File: src/rtl/vp_mode_ctrl_if.sv
// rtl/vp_mode_ctrl_if.sv - switch, frame-sync and mode-status signals of the mode controller
interface vp_mode_ctrl_if;
  logic [2:0]  sw_raw;
  logic        auto_en_raw;
  logic        v_sync_in;
  logic [2:0]  mode_out;
  logic        mode_changed;
  logic [15:0] frame_cnt;
  logic        busy;

  modport master (
    output sw_raw, auto_en_raw, v_sync_in,
    input  mode_out, mode_changed, frame_cnt, busy
  );

  modport slave (
    input  sw_raw, auto_en_raw, v_sync_in,
    output mode_out, mode_changed, frame_cnt, busy
  );
endinterface

File: src/rtl/vp_mode_ctrl.sv
// rtl/vp_mode_ctrl.sv - debounced, frame-aligned video pipeline tap selector with auto-cycle
module vp_mode_ctrl #(
  parameter int DEBOUNCE_CYCLES = 1000000,
  parameter int NUM_MODES       = 5,
  parameter int AUTO_FRAMES     = 60
) (
  input  logic          clk,
  input  logic          rst_n,
  vp_mode_ctrl_if.slave bus
);
  localparam int DW = $clog2(DEBOUNCE_CYCLES + 1);
  localparam int AW = (AUTO_FRAMES > 1) ? $clog2(AUTO_FRAMES) : 1;
  localparam logic [DW-1:0] DB_LAST = DW'(DEBOUNCE_CYCLES - 1);
  localparam logic [AW-1:0] AF_LAST = AW'(AUTO_FRAMES - 1);

  typedef enum logic [1:0] {WAIT_FRAME, RUN, PENDING} state_t;

  logic [2:0]    sw_meta_q, sw_sync_q, sw_last_q, sw_stable_q;
  logic [DW-1:0] sw_cnt_q;
  logic          auto_meta_q, auto_sync_q, auto_last_q, auto_stable_q;
  logic [DW-1:0] auto_cnt_q;
  logic          vs_prev_q;
  logic [15:0]   frame_cnt_q;
  logic [AW-1:0] auto_frm_q;
  state_t        state_q, state_d;
  logic [2:0]    mode_out_q, mode_out_d;
  logic          mode_changed_q, mode_changed_d;
  logic [2:0]    req_mode;
  logic          frame_start;

  assign frame_start = bus.v_sync_in & ~vs_prev_q;

  // Two-flop synchronizers for the asynchronous board switches
  always_ff @(posedge clk) begin
    if (!rst_n) begin
      sw_meta_q   <= '0;
      sw_sync_q   <= '0;
      auto_meta_q <= 1'b0;
      auto_sync_q <= 1'b0;
    end else begin
      sw_meta_q   <= bus.sw_raw;
      sw_sync_q   <= sw_meta_q;
      auto_meta_q <= bus.auto_en_raw;
      auto_sync_q <= auto_meta_q;
    end
  end

  // Mode switch debounce: any change restarts the count, the count saturates while held
  always_ff @(posedge clk) begin
    if (!rst_n) begin
      sw_last_q   <= '0;
      sw_cnt_q    <= '0;
      sw_stable_q <= '0;
    end else begin
      sw_last_q <= sw_sync_q;
      if (sw_sync_q != sw_last_q)  sw_cnt_q    <= '0;
      else if (sw_cnt_q != DB_LAST) sw_cnt_q   <= sw_cnt_q + DW'(1);
      else                          sw_stable_q <= sw_sync_q;
    end
  end

  // Auto-enable switch debounce, same scheme as the mode switch
  always_ff @(posedge clk) begin
    if (!rst_n) begin
      auto_last_q   <= 1'b0;
      auto_cnt_q    <= '0;
      auto_stable_q <= 1'b0;
    end else begin
      auto_last_q <= auto_sync_q;
      if (auto_sync_q != auto_last_q) auto_cnt_q    <= '0;
      else if (auto_cnt_q != DB_LAST)  auto_cnt_q   <= auto_cnt_q + DW'(1);
      else                             auto_stable_q <= auto_sync_q;
    end
  end

  // Frame-start edge detect and wrapping frame counter
  always_ff @(posedge clk) begin
    if (!rst_n) begin
      vs_prev_q   <= 1'b0;
      frame_cnt_q <= '0;
    end else begin
      vs_prev_q <= bus.v_sync_in;
      if (frame_start) frame_cnt_q <= frame_cnt_q + 16'd1;
    end
  end

  // Auto-cycle frame counter: parked at 0 whenever auto-cycle is off
  always_ff @(posedge clk) begin
    if (!rst_n || !auto_stable_q) begin
      auto_frm_q <= '0;
    end else if (frame_start) begin
      auto_frm_q <= (auto_frm_q == AF_LAST) ? '0 : auto_frm_q + AW'(1);
    end
  end

  // Requested mode: auto steps from the live mode_out; manual maps out-of-range taps to 0
  always_comb begin
    req_mode = 3'd0;
    if (auto_stable_q) begin
      req_mode = mode_out_q;
      if (frame_start && (auto_frm_q == AF_LAST)) begin
        req_mode = (int'(mode_out_q) >= NUM_MODES - 1) ? 3'd0 : mode_out_q + 3'd1;
      end
    end else if (int'(sw_stable_q) < NUM_MODES) begin
      req_mode = sw_stable_q;
    end
  end

  // Next state and output load: a differing request is only ever taken on a frame start
  always_comb begin
    state_d        = state_q;
    mode_out_d     = mode_out_q;
    mode_changed_d = 1'b0;
    if (frame_start && (req_mode != mode_out_q)) begin
      mode_out_d     = req_mode;
      mode_changed_d = 1'b1;
    end
    case (state_q)
      WAIT_FRAME: if (frame_start) state_d = RUN;
      RUN:        if (!frame_start && (req_mode != mode_out_q)) state_d = PENDING;
      PENDING:    if (frame_start || (req_mode == mode_out_q)) state_d = RUN;
      default:    state_d = WAIT_FRAME;
    endcase
  end

  // State and registered mode outputs
  always_ff @(posedge clk) begin
    if (!rst_n) begin
      state_q        <= WAIT_FRAME;
      mode_out_q     <= '0;
      mode_changed_q <= 1'b0;
    end else begin
      state_q        <= state_d;
      mode_out_q     <= mode_out_d;
      mode_changed_q <= mode_changed_d;
    end
  end

  assign bus.mode_out     = mode_out_q;
  assign bus.mode_changed = mode_changed_q;
  assign bus.frame_cnt    = frame_cnt_q;
  assign bus.busy         = (state_q == PENDING);
endmodule

File: src/flat_wrapper.sv
// flat-port wrapper written by rule: the top's interface ports become plain ports
module vp_mode_ctrl_flat 
#(
  parameter int DEBOUNCE_CYCLES = 1000000,
  parameter int NUM_MODES       = 5,
  parameter int AUTO_FRAMES     = 60
)
  (clk, rst_n, bus_sw_raw, bus_auto_en_raw, bus_v_sync_in, bus_mode_out, bus_mode_changed, bus_frame_cnt, bus_busy);
  vp_mode_ctrl_if bus_i ();
  input  logic clk;
  input  logic rst_n;
  input wire logic [$bits(bus_i.sw_raw)-1:0] bus_sw_raw;
  input wire logic [$bits(bus_i.auto_en_raw)-1:0] bus_auto_en_raw;
  input wire logic [$bits(bus_i.v_sync_in)-1:0] bus_v_sync_in;
  output wire logic [$bits(bus_i.mode_out)-1:0] bus_mode_out;
  output wire logic [$bits(bus_i.mode_changed)-1:0] bus_mode_changed;
  output wire logic [$bits(bus_i.frame_cnt)-1:0] bus_frame_cnt;
  output wire logic [$bits(bus_i.busy)-1:0] bus_busy;
  assign bus_i.sw_raw = bus_sw_raw;
  assign bus_i.auto_en_raw = bus_auto_en_raw;
  assign bus_i.v_sync_in = bus_v_sync_in;
  assign bus_mode_out = bus_i.mode_out;
  assign bus_mode_changed = bus_i.mode_changed;
  assign bus_frame_cnt = bus_i.frame_cnt;
  assign bus_busy = bus_i.busy;
  vp_mode_ctrl #(.DEBOUNCE_CYCLES(DEBOUNCE_CYCLES), .NUM_MODES(NUM_MODES), .AUTO_FRAMES(AUTO_FRAMES)) u_core (.clk(clk), .rst_n(rst_n), .bus(bus_i));
endmodule
File: config.mk
export PLATFORM = sky130hd
export DESIGN_NAME = vp_mode_ctrl_flat
export DESIGN_NICKNAME = d
export VERILOG_FILES = /design/src/rtl/vp_mode_ctrl_if.sv /design/src/rtl/vp_mode_ctrl.sv /design/src/flat_wrapper.sv
export SDC_FILE = /design/constraint.sdc
export NUM_CORES = 1
export LEC_CHECK = 0
export ABC_AREA = 1
export CAP_MARGIN = 5
export CORE_MARGIN = 2
export CORE_UTILIZATION = 40
export CTS_CLUSTER_DIAMETER = 40
export DETAILED_ROUTE_END_ITERATION = 16
export PLACE_DENSITY = 0.69
export SLEW_MARGIN = 20
export SYNTH_ARGS = -nofsm -noshare
export SYNTH_HDL_FRONTEND = slang
export SYNTH_SLANG_ARGS = --single-unit
File: constraint.sdc
create_clock -name clk -period 1.8 [get_ports clk]
set_clock_uncertainty 0.05 [all_clocks]
set_input_delay 0.18 -clock clk [delete_from_list [all_inputs] [get_ports clk]]
set_output_delay 0.18 -clock clk [all_outputs]
set_load 0.01 [all_outputs]
After elaboration in Yosys (flattened, before gate mapping)
Cells that the tools add are included.
{ "word_totals": {"reg_bits": 85, "latchBits": 0, "ram_bits": 0, "romBits": 0, "elab_cells": 66, "n_memories": 0} }
{ "op_classes": {"n_addsub": 5, "mul": 0, "div": 0, "order_cmp": 2, "eq_ne": 12, "shift": 0, "muxes": 10, "bitwise_logic": 7, "reduce_logical": 14} }
{ "ops": {"columns": ["cell", "count"], "rows": [
  ["$add A20 B1 Y20 const B", 2],
  ["$ne A20 B20 Y1 const B", 2],
  ["$add A16 B1 Y16 const B", 1],
  ["$mux W3", 4],
  ["$add A6 B1 Y6 const B", 1],
  ["$eq A6 B6 Y1 const B", 1],
  ["$mux W2", 3],
  ["$mux W6", 1],
  ["$ne A2 B1 Y1 const B", 3],
  ["$ne A3 B3 Y1", 2],
  ["$not A1 Y1", 6],
  ["$pmux W2 S3", 1],
  ["$reduce_and A2 Y1", 2],
  ["$reduce_or A2 Y1", 2],
  ["$add A3 B1 Y3 const B", 1],
  ["$eq A3 B3 Y1", 1],
  ["$ge A3 B3 Y1 const B", 1],
  ["$logic_and A1 B1 Y1", 3],
  ["$logic_not A1 Y1", 3],
  ["$lt A3 B3 Y1 const B", 1],
  ["$reduce_and A3 Y1", 1],
  ["$eq A2 B1 Y1 const B", 1],
  ["$eq A2 B2 Y1 const B", 1],
  ["$logic_not A2 Y1", 1],
  ["4 further kinds", 5]
]} }

Logic depth before layout (Yosys ltp)
{ "depth": {"ltp_word": 9, "ltp_mapped": 13, "depth_no_buf": 13} }

Worst setup path after synthesis
No wires, ideal clock.
{ "synth_path": {"path_kind": "register -> register", "start": "register u_core.mode_out_q[0], in the netlist u_core.bus.mode_out[0]", "end": "register u_core.mode_out_q[0], in the netlist u_core.bus.mode_out[0]", "arrival_time_ns": 1.522, "t_required_ns": 1.635, "path_slack_ns": 0.113, "path_stages_with_launch": 13, "path_buffers": 0, "synth_period_minus_slack_ns": 1.687, "cell_sequence": "dfxtp_1 -> inv_1 -> ha_1 -> nand2_1 -> nand3b_1 -> nand3_1 -> nand2_1 -> nand2_1 -> nand2_1 -> nand3_1 -> nand3_1 -> nand2_1 -> nor2_1"} }
{ "synth_between": {"elab_chain_cells": 6} }
{ "synth_lines": {"columns": ["item", "line_no", "rtl"], "rows": [
  ["start: declaration", "vp_mode_ctrl.sv:26", "logic [2:0] mode_out_q, mode_out_d;"],
  ["start signal: assignment", "vp_mode_ctrl.sv:134", "mode_out_q <= mode_out_d;"],
  ["$add A3 B1 Y3 / $ge A3 B3 Y1 (equally long branches)", "vp_mode_ctrl.sv:102", "req_mode = (int'(mode_out_q) >= NUM_MODES - 1) ? 3'd0 : mode_out_q + 3'd1;"],
  ["$mux W3", "vp_mode_ctrl.sv:102", null],
  ["$mux W3", "vp_mode_ctrl.sv:101", "if (frame_start && (auto_frm_q == AF_LAST)) begin"],
  ["$mux W3", "vp_mode_ctrl.sv:99", "if (auto_stable_q) begin"],
  ["$ne A3 B3 Y1", "vp_mode_ctrl.sv:114", "if (frame_start && (req_mode != mode_out_q)) begin"],
  ["$logic_and A1 B1 Y1", "vp_mode_ctrl.sv:114", null]
]} }
Parallel ways exist; a longest one is shown, timed or not.
A chain may end at the register's enable or synchronous reset.

Final worst setup path
{ "layout_path": {"start": "register u_core.sw_cnt_q[1]", "end": "register u_core.sw_cnt_q[18]"} }
{ "layout_between": {"elab_chain_cells": 1} }
{ "layout_lines": {"columns": ["item", "line_no", "rtl"], "rows": [
  ["start: declaration", "vp_mode_ctrl.sv:19", "logic [DW-1:0] sw_cnt_q;"],
  ["start signal: assignment", "vp_mode_ctrl.sv:57", "else if (sw_cnt_q != DB_LAST) sw_cnt_q <= sw_cnt_q + DW'(1);"],
  ["$add A20 B1 Y20 / $ne A20 B20 Y1 (equally long branches)", "vp_mode_ctrl.sv:57", null]
]} }
Parallel ways exist; a longest one is shown, timed or not.

==> results.cfg <==
[timing]
rsz0062_at_grt = true
tightest_slew_ns = 0.514
fin_tns_setup_ns = 0
relSlewSlack = 0.657
finalSetupViolations = 0
fin_crit_ns = 1.71
fmax_ghz = 0.586
hold_viol = 0
whs_ns = 0.297
min_period_over_period = 0.947
finalMaxSlewViolations = 0

[routing]
vias = 3606
detail-route-antenna-nets = 0
wirelength_um = 8340
dr.pass1.iters = 4
via_per_inst = 4.83
routedWlPerCell_um = 11.2
drt_iter0_drc = 173
drc = 0

[yosys]
synth_top_cell_by_area = dfxtp_1
ys.flop_type = dfxtp_1
syn_nets = 555
ys_async_sr_fraction = 0
yosysWarnings = 0
synth.avg_cell_area_um2 = 7.33
synth.area.top_cells = dfxtp_1 (43%), nand2_1 (9.4%), inv_1 (6.5%)
syn-cell-area_um2 = 3970
synth.distinct_cells = 38
netlist_instances = 542
synth_top_cell_area_share = 0.428
post-synth-top-count-cell = nand2_1
synth_edf_count = 0
ys_seq_area_frac = 0.428
netlist_top_cells_count = nand2_1 (99), dfxtp_1 (85), inv_1 (69)
yosys_register_bits = 85

[finish]
drive_above_1_share = 0.173
nFillCells = 942
final_nets = 623
diodes = 0
syn2layout_area_growth_pct = 25.1
multi_input_area_um2 = 2040
regArea_um2 = 1710
utilization = 0.513

[pwr]
p_clk_frac = 0.367
power_frac_seq = 0.562
vdd_ir_drop_max_mv = 0.322
power_switching_mw = 0.809
internal_power_mw = 2.66
netSwitchingFraction = 0.234
p_per_area_nw_per_um2 = 697
p_total_mw = 3.46
pwr-share-comb = 0.071
p_leak_nw = 1.95

[floorplan]
die_height_um = 104
core_area_um2 = 9680
rows = 36
die_w_um = 104
die_area_um2 = 10700
start_util = 0.410
io_pins = 28

[setup_path]
reg2reg_slack_ns = 0.09
start_kind = flip-flop
worstPathArrival_ns = 1.89
worst_ep_required_time_ns = 1.99
r2r_start = u_core.sw_cnt_q[1]
crit_type = reg -> reg
cp-end-kind = flip-flop
worstRegToRegCells = 12
cp_max_fo = 4
r2r-end = u_core.sw_cnt_q[18]

[global_route]
grt_antenna_before_repair = 0
grt_use_total = 0.158
grt_pass1_wl_um = 14300
grt_pass1_vias = 3272
grt-ovfl-total = 0
grt_max_degree = 37

[clock_tree]
cts-root-buf = clkbuf_8
clk_pin_slew_ns = 0.08
postCtsHoldBufs = 0
clk_latency_ns = 0.35
htreeDepth = 3
cts_buffers = 9
cts.sinks = 85
cts_tree = yes
cts_buffer_depth = 2

[worst_hold_path]
hold_path_class = in -> reg
whs_endpoint = u_core.sw_meta_q[0]
min_from = bus_sw_raw[0]
hold_depth = 3

[placement]
port_buffers = 27
gp_congestion = 0.846
place_hpwl_um = 5990

[outcome]
status = finished, final reports clean

[flow_run]
maxCapViolCount = 0
stage by stage:
| step | area [um2] | worst slack [ns] | cells |
|---|---|---|---|
| after detailed placement | 4600 | -0.216 | 722 |
| after global routing | 4970 | -0.0625 | 746 |
| after global placement | 4600 | -0.124 | 722 |
| after floorplan | 3970 | 0.113 | 542 |
| final | 4970 | 0.0947 | 746 |
| after CTS | 4820 | 0.00221 | 739 |
sequential cells by signal, indices dropped and copies added (netlist names):
register                 cells
u_core.auto_last_q           1
u_core.state_q               2
u_core.sw_meta_q             3
u_core.auto_frm_q            6
u_core.sw_stable_q           3
u_core.auto_cnt_q           20
u_core.vs_prev_q             1
u_core.sw_cnt_q             20
u_core.bus.frame_cnt        16
u_core.auto_stable_q         1
u_core.bus.mode_changed      1
u_core.auto_meta_q           1
u_core.sw_last_q             3
u_core.sw_sync_q             3
u_core.bus.mode_out          3
u_core.auto_sync_q           1
power groups by stage:
stage | logic [mW] | clock network [mW] | registers (mW)
6_report | 0.245 | 1.27 | 1.95
5_1_grt | 0.278 | 1.38 | 1.95
4_1_cts | 0.237 | 1.32 | 1.94
3_5_place_dp | 0.231 | 0 | 1.99
3_3_place_gp | 0.227 | 0 | 1.98
2_1_floorplan | 0.127 | 0 | 1.99
cell type report:
| cell class | count | area share |
|---|---|---|
| clock buffer | 10 | 0.0257 |
| sequential | 85 | 0.344 |
| clock inverter | 4 | 0.0103 |
| multi-input combinational | 369 | 0.410 |
| inverter | 79 | 0.0602 |
| timing repair buffer | 66 | 0.116 |
| tap | 133 | 0.0335 |
cells in the final DEF, fill, tap and decap left out, types with 5 or more instances in the layout:
cell type,synthesis,routed
or2_2,5,5
nand4_1,15,15
a31oi_1,5,5
o21ai_0,23,23
xnor2_1,7,7
inv_2,10,9
nor2_4,2,5
clkdlybuf4s50_1,0,27
clkbuf_8,0,9
buf_4,0,38
inv_1,69,69
dfxtp_2,0,8
nor3_1,19,19
nand3_2,3,5
nor2_1,60,57
xor2_1,8,8
nand2_1,99,98
dfxtp_1,85,77
nor3_4,2,5
a21oi_1,40,39
nand3_1,41,38
routing by layer:
metal	GRT usage	share of wire	vias to the layer above
li1	-	-	1890
met1	0.198	0.47	1651
met2	0.271	0.49	55
met3	0.0346	0.034	10
met4	0.0492	0.013	0
met5	0	0	-
worst max-delay path: stages, from the launching register on:
cell and delay (ns):
dfxtp_2 0.36, ha_4 0.15, nand2_4 0.06, nor2_4 0.13, inv_4 0.06, nor2_8 0.10
nand2_4 0.06, nor3_4 0.15, nand3_2 0.16, nor2_4 0.13, nand2_1 0.06, nand2_1 0.07
a21oi_2 0.05
what timing repair did:
action	in CTS	in global routing
endpoints found under the setup margin	1	22
hold endpoints to repair	0	0
pin swaps	3	7
setup buffers	3	7
resized for setup	5	24
kinds of logic after synthesis:
family	share of synthesized area
AO/OA/AOI/OAI	0.101
XOR/XNOR	0.0331
adder cells (fa/ha/maj)	0.0189
buffers and inverters	0.0838
flip-flops	0.428
AND/OR/NAND/NOR	0.335
how the worst max path moves through the flow:
stage	to	slack, ns	from
3_5_place_dp	u_core.bus.mode_out[0]	-0.22	bus_v_sync_in
5_1_grt	u_core.bus.mode_out[0]	-0.06	u_core.auto_frm_q[4]
6_report	u_core.sw_cnt_q[18]	0.09	u_core.sw_cnt_q[1]
2_1_floorplan	u_core.bus.mode_out[0]	0.11	u_core.bus.mode_out[0]
3_3_place_gp	u_core.bus.mode_out[0]	-0.12	bus_v_sync_in
4_1_cts	u_core.auto_cnt_q[18]	0.002	u_core.auto_cnt_q[1]
Power figures use the tool's default switching activity.
